[config.mk]
export PLATFORM = sky130hd
export DESIGN_NAME = clk_divider
export DESIGN_NICKNAME = d
export VERILOG_FILES = /design/src/rtl/clk_divider.sv
export SDC_FILE = /design/constraint.sdc
export NUM_CORES = 1
export LEC_CHECK = 0
export CORE_MARGIN = 4
export CORE_UTILIZATION = 45
export DETAILED_ROUTE_END_ITERATION = 10
export GPL_TIMING_DRIVEN = 0
export PLACE_DENSITY = 0.67
export SETUP_SLACK_MARGIN = 0.3
export SLEW_MARGIN = 20
export SYNTH_ARGS = -nofsm -noshare
export SYNTH_HDL_FRONTEND = slang
export SYNTH_SLANG_ARGS = --single-unit
[constraint.sdc]
create_clock -name clk -period 4.76 [get_ports clk]
set_clock_uncertainty 0.2 [all_clocks]
set_input_delay 1.19 -clock clk [delete_from_list [all_inputs] [get_ports clk]]
set_output_delay 1.19 -clock clk [all_outputs]
set_load 0.02 [all_outputs]
[src/rtl/clk_divider.sv]
// Programmable integer clock divider: registered glitch-free clk_out, tick strobe on each
// rising edge, and ratio/enable changes applied only at period boundaries.
module clk_divider #(
  parameter int CNT_W   = 8,
  parameter int DEF_DIV = 4
) (
  input  logic             clk,
  input  logic             rst_n,
  input  logic             en,
  input  logic [CNT_W-1:0] div_val,
  input  logic             div_load,
  output logic             div_ack,
  output logic             div_err,
  output logic             clk_out,
  output logic             tick,
  output logic             running
);

  localparam logic [CNT_W-1:0] DEF_N = CNT_W'(DEF_DIV);
  localparam logic [CNT_W-1:0] ONE   = CNT_W'(1);
  localparam logic [CNT_W-1:0] TWO   = CNT_W'(2);

  typedef enum logic {
    ST_PARKED,
    ST_RUN
  } state_t;

  state_t           state, state_nxt;
  logic [CNT_W-1:0] cnt, cnt_nxt;
  logic [CNT_W-1:0] n_act, n_act_nxt;
  logic [CNT_W-1:0] pending, pending_nxt;
  logic             pending_vld, pending_vld_nxt;
  logic             clk_out_nxt, tick_nxt, ack_nxt, err_nxt;
  logic             load_ok, last_cnt, apply;
  logic [CNT_W-1:0] n_new, h_new;

  // NOTE: every always_comb output gets a default first so no path leaves it unassigned (no latch).
  always_comb begin
    load_ok   = div_load && (div_val >= TWO);
    last_cnt  = (cnt == n_act - ONE);
    // A pending ratio is applied either immediately while parked or at the boundary edge.
    apply     = pending_vld && ((state == ST_PARKED) || last_cnt);
    n_new     = apply ? pending : n_act;
    h_new     = n_new - (n_new >> 1);

    state_nxt       = state;
    cnt_nxt         = cnt;
    n_act_nxt       = n_new;
    pending_nxt     = load_ok ? div_val : pending;
    pending_vld_nxt = load_ok || (pending_vld && !apply);
    tick_nxt        = 1'b0;
    ack_nxt         = apply;
    err_nxt         = div_load && (div_val < TWO);

    unique case (state)
      ST_PARKED: begin
        if (en) begin
          state_nxt = ST_RUN;
          cnt_nxt   = '0;
          tick_nxt  = 1'b1;
        end else begin
          cnt_nxt = n_new - ONE;
        end
      end
      ST_RUN: begin
        if (!last_cnt) begin
          cnt_nxt = cnt + ONE;
        end else if (en) begin
          cnt_nxt  = '0;
          tick_nxt = 1'b1;
        end else begin
          state_nxt = ST_PARKED;
          cnt_nxt   = n_new - ONE;
        end
      end
      default: begin
        state_nxt = ST_PARKED;
        cnt_nxt   = n_new - ONE;
      end
    endcase

    clk_out_nxt = (state_nxt == ST_RUN) && (cnt_nxt < h_new);
  end

  // NOTE: sequential state uses non-blocking assignments so all flops update from pre-edge values.
  // NOTE: rst_n is expected to be released synchronously upstream; here it only asserts asynchronously.
  always_ff @(posedge clk or negedge rst_n) begin
    if (!rst_n) begin
      state       <= ST_PARKED;
      cnt         <= DEF_N - ONE;
      n_act       <= DEF_N;
      pending     <= DEF_N;
      pending_vld <= 1'b0;
      clk_out     <= 1'b0;
      tick        <= 1'b0;
      div_ack     <= 1'b0;
      div_err     <= 1'b0;
    end else begin
      state       <= state_nxt;
      cnt         <= cnt_nxt;
      n_act       <= n_act_nxt;
      pending     <= pending_nxt;
      pending_vld <= pending_vld_nxt;
      clk_out     <= clk_out_nxt;
      tick        <= tick_nxt;
      div_ack     <= ack_nxt;
      div_err     <= err_nxt;
    end
  end

  assign running = (state == ST_RUN);

endmodule

==> results of run 1 <==
-- power by group --
group / internal, uW / switching [uW]
Clock: 104 / 91.0
Combinational: 954 / 918
Sequential: 349 / 96.7
Total: 1410 / 1110
-- synthesized netlist by cell type, drive strengths merged --
| cell type | number |
|---|---|
| mux2i | 9 |
| or4 | 2 |
| xor2 | 9 |
| or2 | 2 |
| xnor2 | 14 |
| o211a | 1 |
| ha | 21 |
| a211oi | 5 |
| nor4 | 2 |
| inv | 21 |
| nor2 | 12 |
| a31oi | 1 |
| a2111oi | 1 |
| o2111ai | 2 |
| a221o | 2 |
| dfrtp | 26 |
| a21o | 2 |
| buf | 1 |
| mux2 | 2 |
| o32ai | 1 |
| nand4 | 1 |
| nor3b | 4 |
| o211ai | 1 |
| and2 | 1 |
| nor2b | 2 |
| o21a | 2 |
| nor3 | 3 |
| clkbuf | 6 |
| nand4b | 1 |
| a2bb2oi | 1 |
| o31ai | 5 |
| a21oi | 9 |
| and3 | 4 |
| dfstp | 4 |
| o21bai | 3 |
| nand2b | 2 |
| o21ai | 4 |
| nand3 | 5 |
| fa | 1 |
| nand2 | 36 |
| o311a | 1 |
-- state kept, by name, summed over array words and instances (netlist names) --
register and cells:
cnt 8, clk_out 1, div_err 1, pending_vld 1
div_ack 1, tick 1, pending 8, n_act 8
running 1
-- per-layer routing --
layer,global-route usage,up-vias,routed length [um]
met4,0.0641,0,116
met5,0,-,0
met2,0.305,36,2500
li1,-,897,-
met1,0.227,831,2310
met3,0.0290,14,158
-- final cells by class --
class                      instances  area, um2
fill                             390       1790
multi-input combinational        174       1540
sequential                        30        759
timing repair buffer              38        329
clock buffer                       8       80.1
inverter                          21       78.8
tap                               54       67.6
buffer                             7       48.8
-- kinds of logic after synthesis --
logic type,after synthesis,share of synthesized area
AO/OA/AOI/OAI,41,0.149
XOR/XNOR,23,0.0928
adder cells (fa/ha/maj),22,0.130
buffers and inverters,28,0.0519
flip-flops,30,0.348
multiplexers,11,0.0571
AND/OR/NAND/NOR,77,0.171
-- tightest hold or removal path, cell delays in order (launching register included) --
cell and delay, ps:
dfstp_2 380, nand2_1 50, nand2_1 50
-- path summary, 6_finish.rpt --
path,end,slack [ps]
setup / recovery,clk_out$_DFF_PN0_,110
hold / removal,pending[2]$_DFFE_PN1P_,280
setup reg to reg,clk_out$_DFF_PN0_,110
hold reg to reg,pending[2]$_DFFE_PN1P_,280
max in group asynchronous,n_act[1]$_DFF_PN0_,3160
min in group asynchronous,pending[7]$_DFFE_PN0P_,730
-- placed cells by master (no fill, tap or decap), types with 4 or more instances in the layout --
cell,Yosys,layout
dfrtp_1,26,23
buf_4,0,20
xor2_1,9,9
o31ai_1,4,4
nand2_1,36,36
a21oi_1,9,4
mux2i_4,0,4
ha_4,0,5
clkbuf_8,0,5
a21oi_2,0,5
nor2_1,12,10
nand3_1,5,5
ha_1,21,16
inv_1,21,18
clkdlybuf4s50_1,0,14
xnor2_1,14,13
clkbuf_1,6,6
dfstp_2,4,4
-- per-stage QoR --
step / total power [uW] / area, um2 / TNS [ps] / hold slack [ps] / std cells
after global routing: 2750 / 2900 / -118 / 314 / 332
after global placement: 1720 / 2420 / -529 / 265 / 301
after CTS: 2210 / 2700 / -72.0 / 279 / 327
final: 2510 / 2900 / 0 / 276 / 332
after floorplan: 1470 / 2200 / 0 / 245 / 232
after detailed placement: 1750 / 2410 / -573 / 269 / 301
-- repair_timing --
item / in CTS / in global routing
buffers inserted: 18 / 5
hold buffers: 0 / 0
setup endpoints to repair: 1 / 1
pin swaps: 16 / 25
resized for setup: 16 / 34
==> run_results.csv, run 1 <==
group,metric,value,unit
die,start_util,0.463,
worst_setup_path,worstReg2RegStart,"n_act[0]$_DFF_PN0_",
die,rows,25,
final_layout,final_util,0.619,
worst_setup_path,critical_path_depth,20,
placement,gp_congestion,0.848,
final_layout,antennaDiodeCount,0,
run_status,status,"complete, no violations",
sta,finalSetupViolCount,0,
clock_tree,clkLatencyLatePin,280,ps
sta,timing.final.crit_share,0.977,
worst_setup_path,cp_slowest_cell,"or4_4",
global_routing,antenna_found_initial,0,
logic_synthesis,synth_top_area_frac,0.300,
global_routing,grt_max_degree,31,
clock_tree,numCtsBuffers,5,
final_layout,drive_gt1_frac,0.291,
global_routing,grt_use_total,0.178,
clock_tree,cts.clk_slew.worst_paths,60,ps
detailed_routing,dr.first_iter.drc_count,36,
sta,rsz0062_at_grt,"true",
logic_synthesis,ys_seq_area_frac,0.348,
global_routing,grt_pass1_vias,1782,
sta,period_minus_slack,4650,ps
clock_tree,cts_tree,"yes",
flow_run,drv_cap,0,
clock_tree,cts_sinks,30,
worst_setup_path,worstSetupEndpointType,"flip-flop",
worst_setup_path,crit_fanout,4,
global_routing,grt_pass1_wl,8420,um
detailed_routing,wl_per_cell,15.3,um
sta,worst_pin_slew,653,ps
placement,post-dp-hpwl,3430,um
clock_tree,htree_levels,2,
detailed_routing,drtAntennaViolNets,0,
global_routing,overflow,0,
detailed_routing,drcViolationCount,0,
pwr,p_per_area,865,mW/mm2
pwr,power_leakage,0.00132,uW
die,dieArea,0.00600,mm2
logic_synthesis,syn-num-nets,266,
logic_synthesis,yosys_warnings,0,
die,core,0.00469,mm2
worst_setup_path,cp.required,4740,ps
die,die_y,77.5,um
worst_setup_path,crit_type,"flip-flop to flip-flop",
sta,report.final.hold_viol_count,0,
placement,io_buffers,15,
worst_setup_path,crit_arrival,4630,ps
die,io_pins,17,
worst_setup_path,cp-startpoint,"n_act[0]$_DFF_PN0_",
sta,setup_ws,108,ps
logic_synthesis,synth_area_leaders,"dfrtp_1 30%, ha_1 12%, nand2_1 6.2%",
worst_setup_path,worst_path_dominant_cell_family,"compound AO/OA/AOI/OAI gates",
detailed_routing,routed_via_density,5.36,
min_path,hold_class,"flip-flop to flip-flop",
worst_setup_path,path_buf_inv,4,
die,die_width,77.5,um
logic_synthesis,yosys.cell_types.count,48,
worst_setup_path,max_stage_delay,500,ps
min_path,hp-start,"pending[2]$_DFFE_PN1P_",
sta,relSlewSlack,0.565,
logic_synthesis,synth_top_area_cell,"dfrtp_1",
final_layout,area_delta_synth_final,33.8,%
worst_setup_path,worstRegToRegCells,20,
clock_tree,clk_path_buf_depth,2,
logic_synthesis,ys_ff_latch,30,
logic_synthesis,syn_area_per_cell,9.36,um2
detailed_routing,drt-total-wl,5090,um
logic_synthesis,synthCells,232,
placement,dp_slack,-573,ps
detailed_routing,dr.pass1.iters,4,
min_path,hold_path_depth,2,
final_layout,finalNetCount,311,
sta,drv_slew,0,
logic_synthesis,synthesis.area,0.00217,mm2
clock_tree,cts-root-buf,"clkbuf_8",
worst_setup_path,crit_chain,"buf_6 -> nor3_4 -> nand2_1 -> or4_4 -> a211oi_4 -> o21ai_4 -> buf_12 -> mux2i_4 -> inv_2 -> ha_4 -> inv_1 -> fa_2 -> a21oi_2 -> o21bai_1 -> a21oi_1 -> o21ai_1 -> xnor2_1 -> ha_1 -> a21o_1 -> a2111oi_4",
sta,timing.fmax,215,MHz
pwr,vdd_drop_max,0.000392,V
worst_setup_path,cp-start-kind,"flip-flop",
detailed_routing,vias,1778,
Power figures use the tool's default switching activity.
==> run 2, diff against run 1 <==
- TNS_END_PERCENT: not set -> 5
==> results of run 2 <==
Same layout as run 1: the final DEF is identical, and so are final timing and power.
==> run 3, diff against run 2 <==
- PLACE_DENSITY: 0.67 -> not set
- SKIP_CTS_REPAIR_TIMING: not set -> 1
- clock period: 4.76 -> 5.4 ns (I/O delays scaled with it)
==> run 3 against run 2 <==
Against the previous run:
- combinational power decreased by 30%
- global-route usage decreased by 1.5 points
- register-to-register slack improved by 340 ps
- worst hold slack improved by 1.1 ps
- design area decreased by 7.5%
==> run_results.csv, run 3 (same netlist as run 1, synthesis figures left out) <==
group,metric,value,unit
pwr,p_switching,837,uW
worst_setup_path,worstReg2RegStart,"n_act[0]$_DFF_PN0_",
detailed_routing,drcViolationCount,0,
clock_tree,cts_sinks,30,
clock_tree,clkLatencyLatePin,280,ps
flow_run,drv_cap,0,
die,die_y,77.5,um
final_layout,antennaDiodeCount,0,
pwr,clockPowerShare,0.097,
global_routing,grt_max_degree,31,
global_routing,grt_pass1_vias,1678,
worst_setup_path,crit_chain,"nor3_2 -> nand2_1 -> or4_4 -> a211oi_4 -> buf_4 -> o21ai_4 -> buf_12 -> mux2i_4 -> ha_1 -> o21bai_1 -> a21oi_2 -> o21bai_1 -> a21oi_2 -> nor2_2 -> nor2_1 -> and3_1 -> nor4_2 -> ha_1 -> o2111ai_1 -> a21oi_1 -> a2111oi_2",
run_status,status,"complete, no violations",
detailed_routing,dr.first_iter.drc_count,34,
worst_setup_path,crit_type,"flip-flop to flip-flop",
pwr,pwr-share-comb,0.694,
sta,period_minus_slack,4960,ps
sta,report.final.hold_viol_count,0,
sta,rsz0062_at_grt,"false",
final_layout,reg_top3,"cnt: 8 flops, n_act: 8 flops, pending: 8 flops",
detailed_routing,wl_per_cell,14.2,um
final_layout,area_delta_synth_final,23.8,%
detailed_routing,routed_via_density,5.23,
sta,worst_pin_slew,645,ps
placement,gp_congestion,0.784,
clock_tree,cts.clk_slew.worst_paths,60,ps
worst_setup_path,cp-startpoint,"n_act[0]$_DFF_PN0_",
detailed_routing,vias,1696,
clock_tree,htree_levels,2,
pwr,vdd_drop_max,0.000286,V
clock_tree,clk_path_buf_depth,2,
worst_setup_path,cp-start-kind,"flip-flop",
sta,timing.fmax,202,MHz
final_layout,final_util,0.573,
die,io_pins,17,
placement,postPlaceCellArea,0.00238,mm2
sta,setup_tns,0,ps
pwr,swShare,0.445,
sta,timing.final.crit_share,0.918,
die,start_util,0.463,
worst_setup_path,cp.required,5360,ps
sta,drv_slew,0,
clock_tree,numCtsBuffers,5,
sta,relSlewSlack,0.570,
placement,post-dp-hpwl,3540,um
worst_setup_path,cp_slowest_cell,"or4_4",
final_layout,drive_gt1_frac,0.219,
min_path,hp-start,"pending[2]$_DFFE_PN1P_",
final_layout,finish.instance_area,0.00269,mm2
detailed_routing,dr.pass1.iters,4,
die,dieArea,0.00600,mm2
global_routing,grt_pass1_wl,7780,um
worst_setup_path,worstSetupEndpointType,"flip-flop",
detailed_routing,drt-total-wl,4600,um
detailed_routing,drtAntennaViolNets,0,
die,die_width,77.5,um
clock_tree,cts-root-buf,"clkbuf_8",
worst_setup_path,max_stage_delay,500,ps
die,core,0.00469,mm2
pwr,power_leakage,0.00126,uW
final_layout,finalNetCount,303,
global_routing,antenna_found_initial,0,
pwr,p_seq_frac,0.209,
global_routing,overflow,0,
min_path,hold_class,"flip-flop to flip-flop",
final_layout,final_cell_mix,"36 x nand2_1, 24 x dfrtp_1, 20 x inv_1, 20 x ha_1, 15 x buf_4",
placement,io_buffers,15,
global_routing,grt_use_total,0.163,
final_layout,fill_cells,445,
worst_setup_path,crit_fanout,8,
final_layout,final_common_cell,"nand2_1",
clock_tree,cts_tree,"yes",
die,rows,25,
sta,finalSetupViolCount,0,
pwr,internal-power,1040,uW
pwr,p_per_area,699,mW/mm2
worst_setup_path,crit_arrival,4920,ps
worst_setup_path,rrSetupSlack,440,ps
==> run 3: metal layers <==
layer | routed length [um] | GRT usage | share of wire
met3 | 125 | 0.0325 | 0.027
met4 | 64 | 0.0534 | 0.014
met2 | 2260 | 0.275 | 0.49
met5 | 0 | 0 | 0
met1 | 2150 | 0.210 | 0.47
==> run 3: worst max-delay path: cells and delay by family, from the launching register on <==
kind,cells,cell delay (ps)
buffers and inverters,2,360
multiplexers,1,240
AO/OA/AOI/OAI,9,1480
AND/OR/NAND/NOR,7,1520
adder cells (fa/ha/maj),2,580
flip-flops,1,470
==> run 3: final timing paths <==
kind | endpoint | cells past startpoint
min in group asynchronous | div_ack$_DFF_PN0_ | 1
setup / recovery | clk_out$_DFF_PN0_ | 21
max in group asynchronous | n_act[1]$_DFF_PN0_ | 1
hold / removal | pending[2]$_DFFE_PN1P_ | 2
setup reg to reg | clk_out$_DFF_PN0_ | 21
hold reg to reg | pending[2]$_DFFE_PN1P_ | 2
==> run 3: stage by stage <==
step | cells | hold slack (ps) | total power, uW | setup WS (ps)
after floorplan | 232 | 239 | 1270 | 653
after global placement | 301 | 251 | 1500 | -307
after detailed placement | 301 | 253 | 1520 | -329
after CTS | 309 | 264 | 1710 | -362
after global routing | 324 | 317 | 2090 | 134
final | 324 | 278 | 1880 | 444
==> run 3: power by group through the flow <==
| stage | clock network (uW) | registers [uW] | logic [uW] |
|---|---|---|---|
| finish | 183 | 393 | 1300 |
| global route | 199 | 405 | 1480 |
| CTS | 188 | 385 | 1130 |
| detailed placement | 0 | 389 | 1130 |
| global placement | 0 | 387 | 1110 |
| floorplan | 0 | 374 | 897 |
==> run 3: layout make-up <==
| cell class | count | area [um2] | share of cell area |
|---|---|---|---|
| inverter | 21 | 78.8 | 0.0293 |
| tap | 54 | 67.6 | 0.0251 |
| clock buffer | 7 | 86.3 | 0.0321 |
| multi-input combinational | 174 | 1390 | 0.517 |
| timing repair buffer | 30 | 258 | 0.0959 |
| clock inverter | 1 | 5.00 | 0.00186 |
| buffer | 7 | 43.8 | 0.0163 |
| sequential | 30 | 758 | 0.282 |
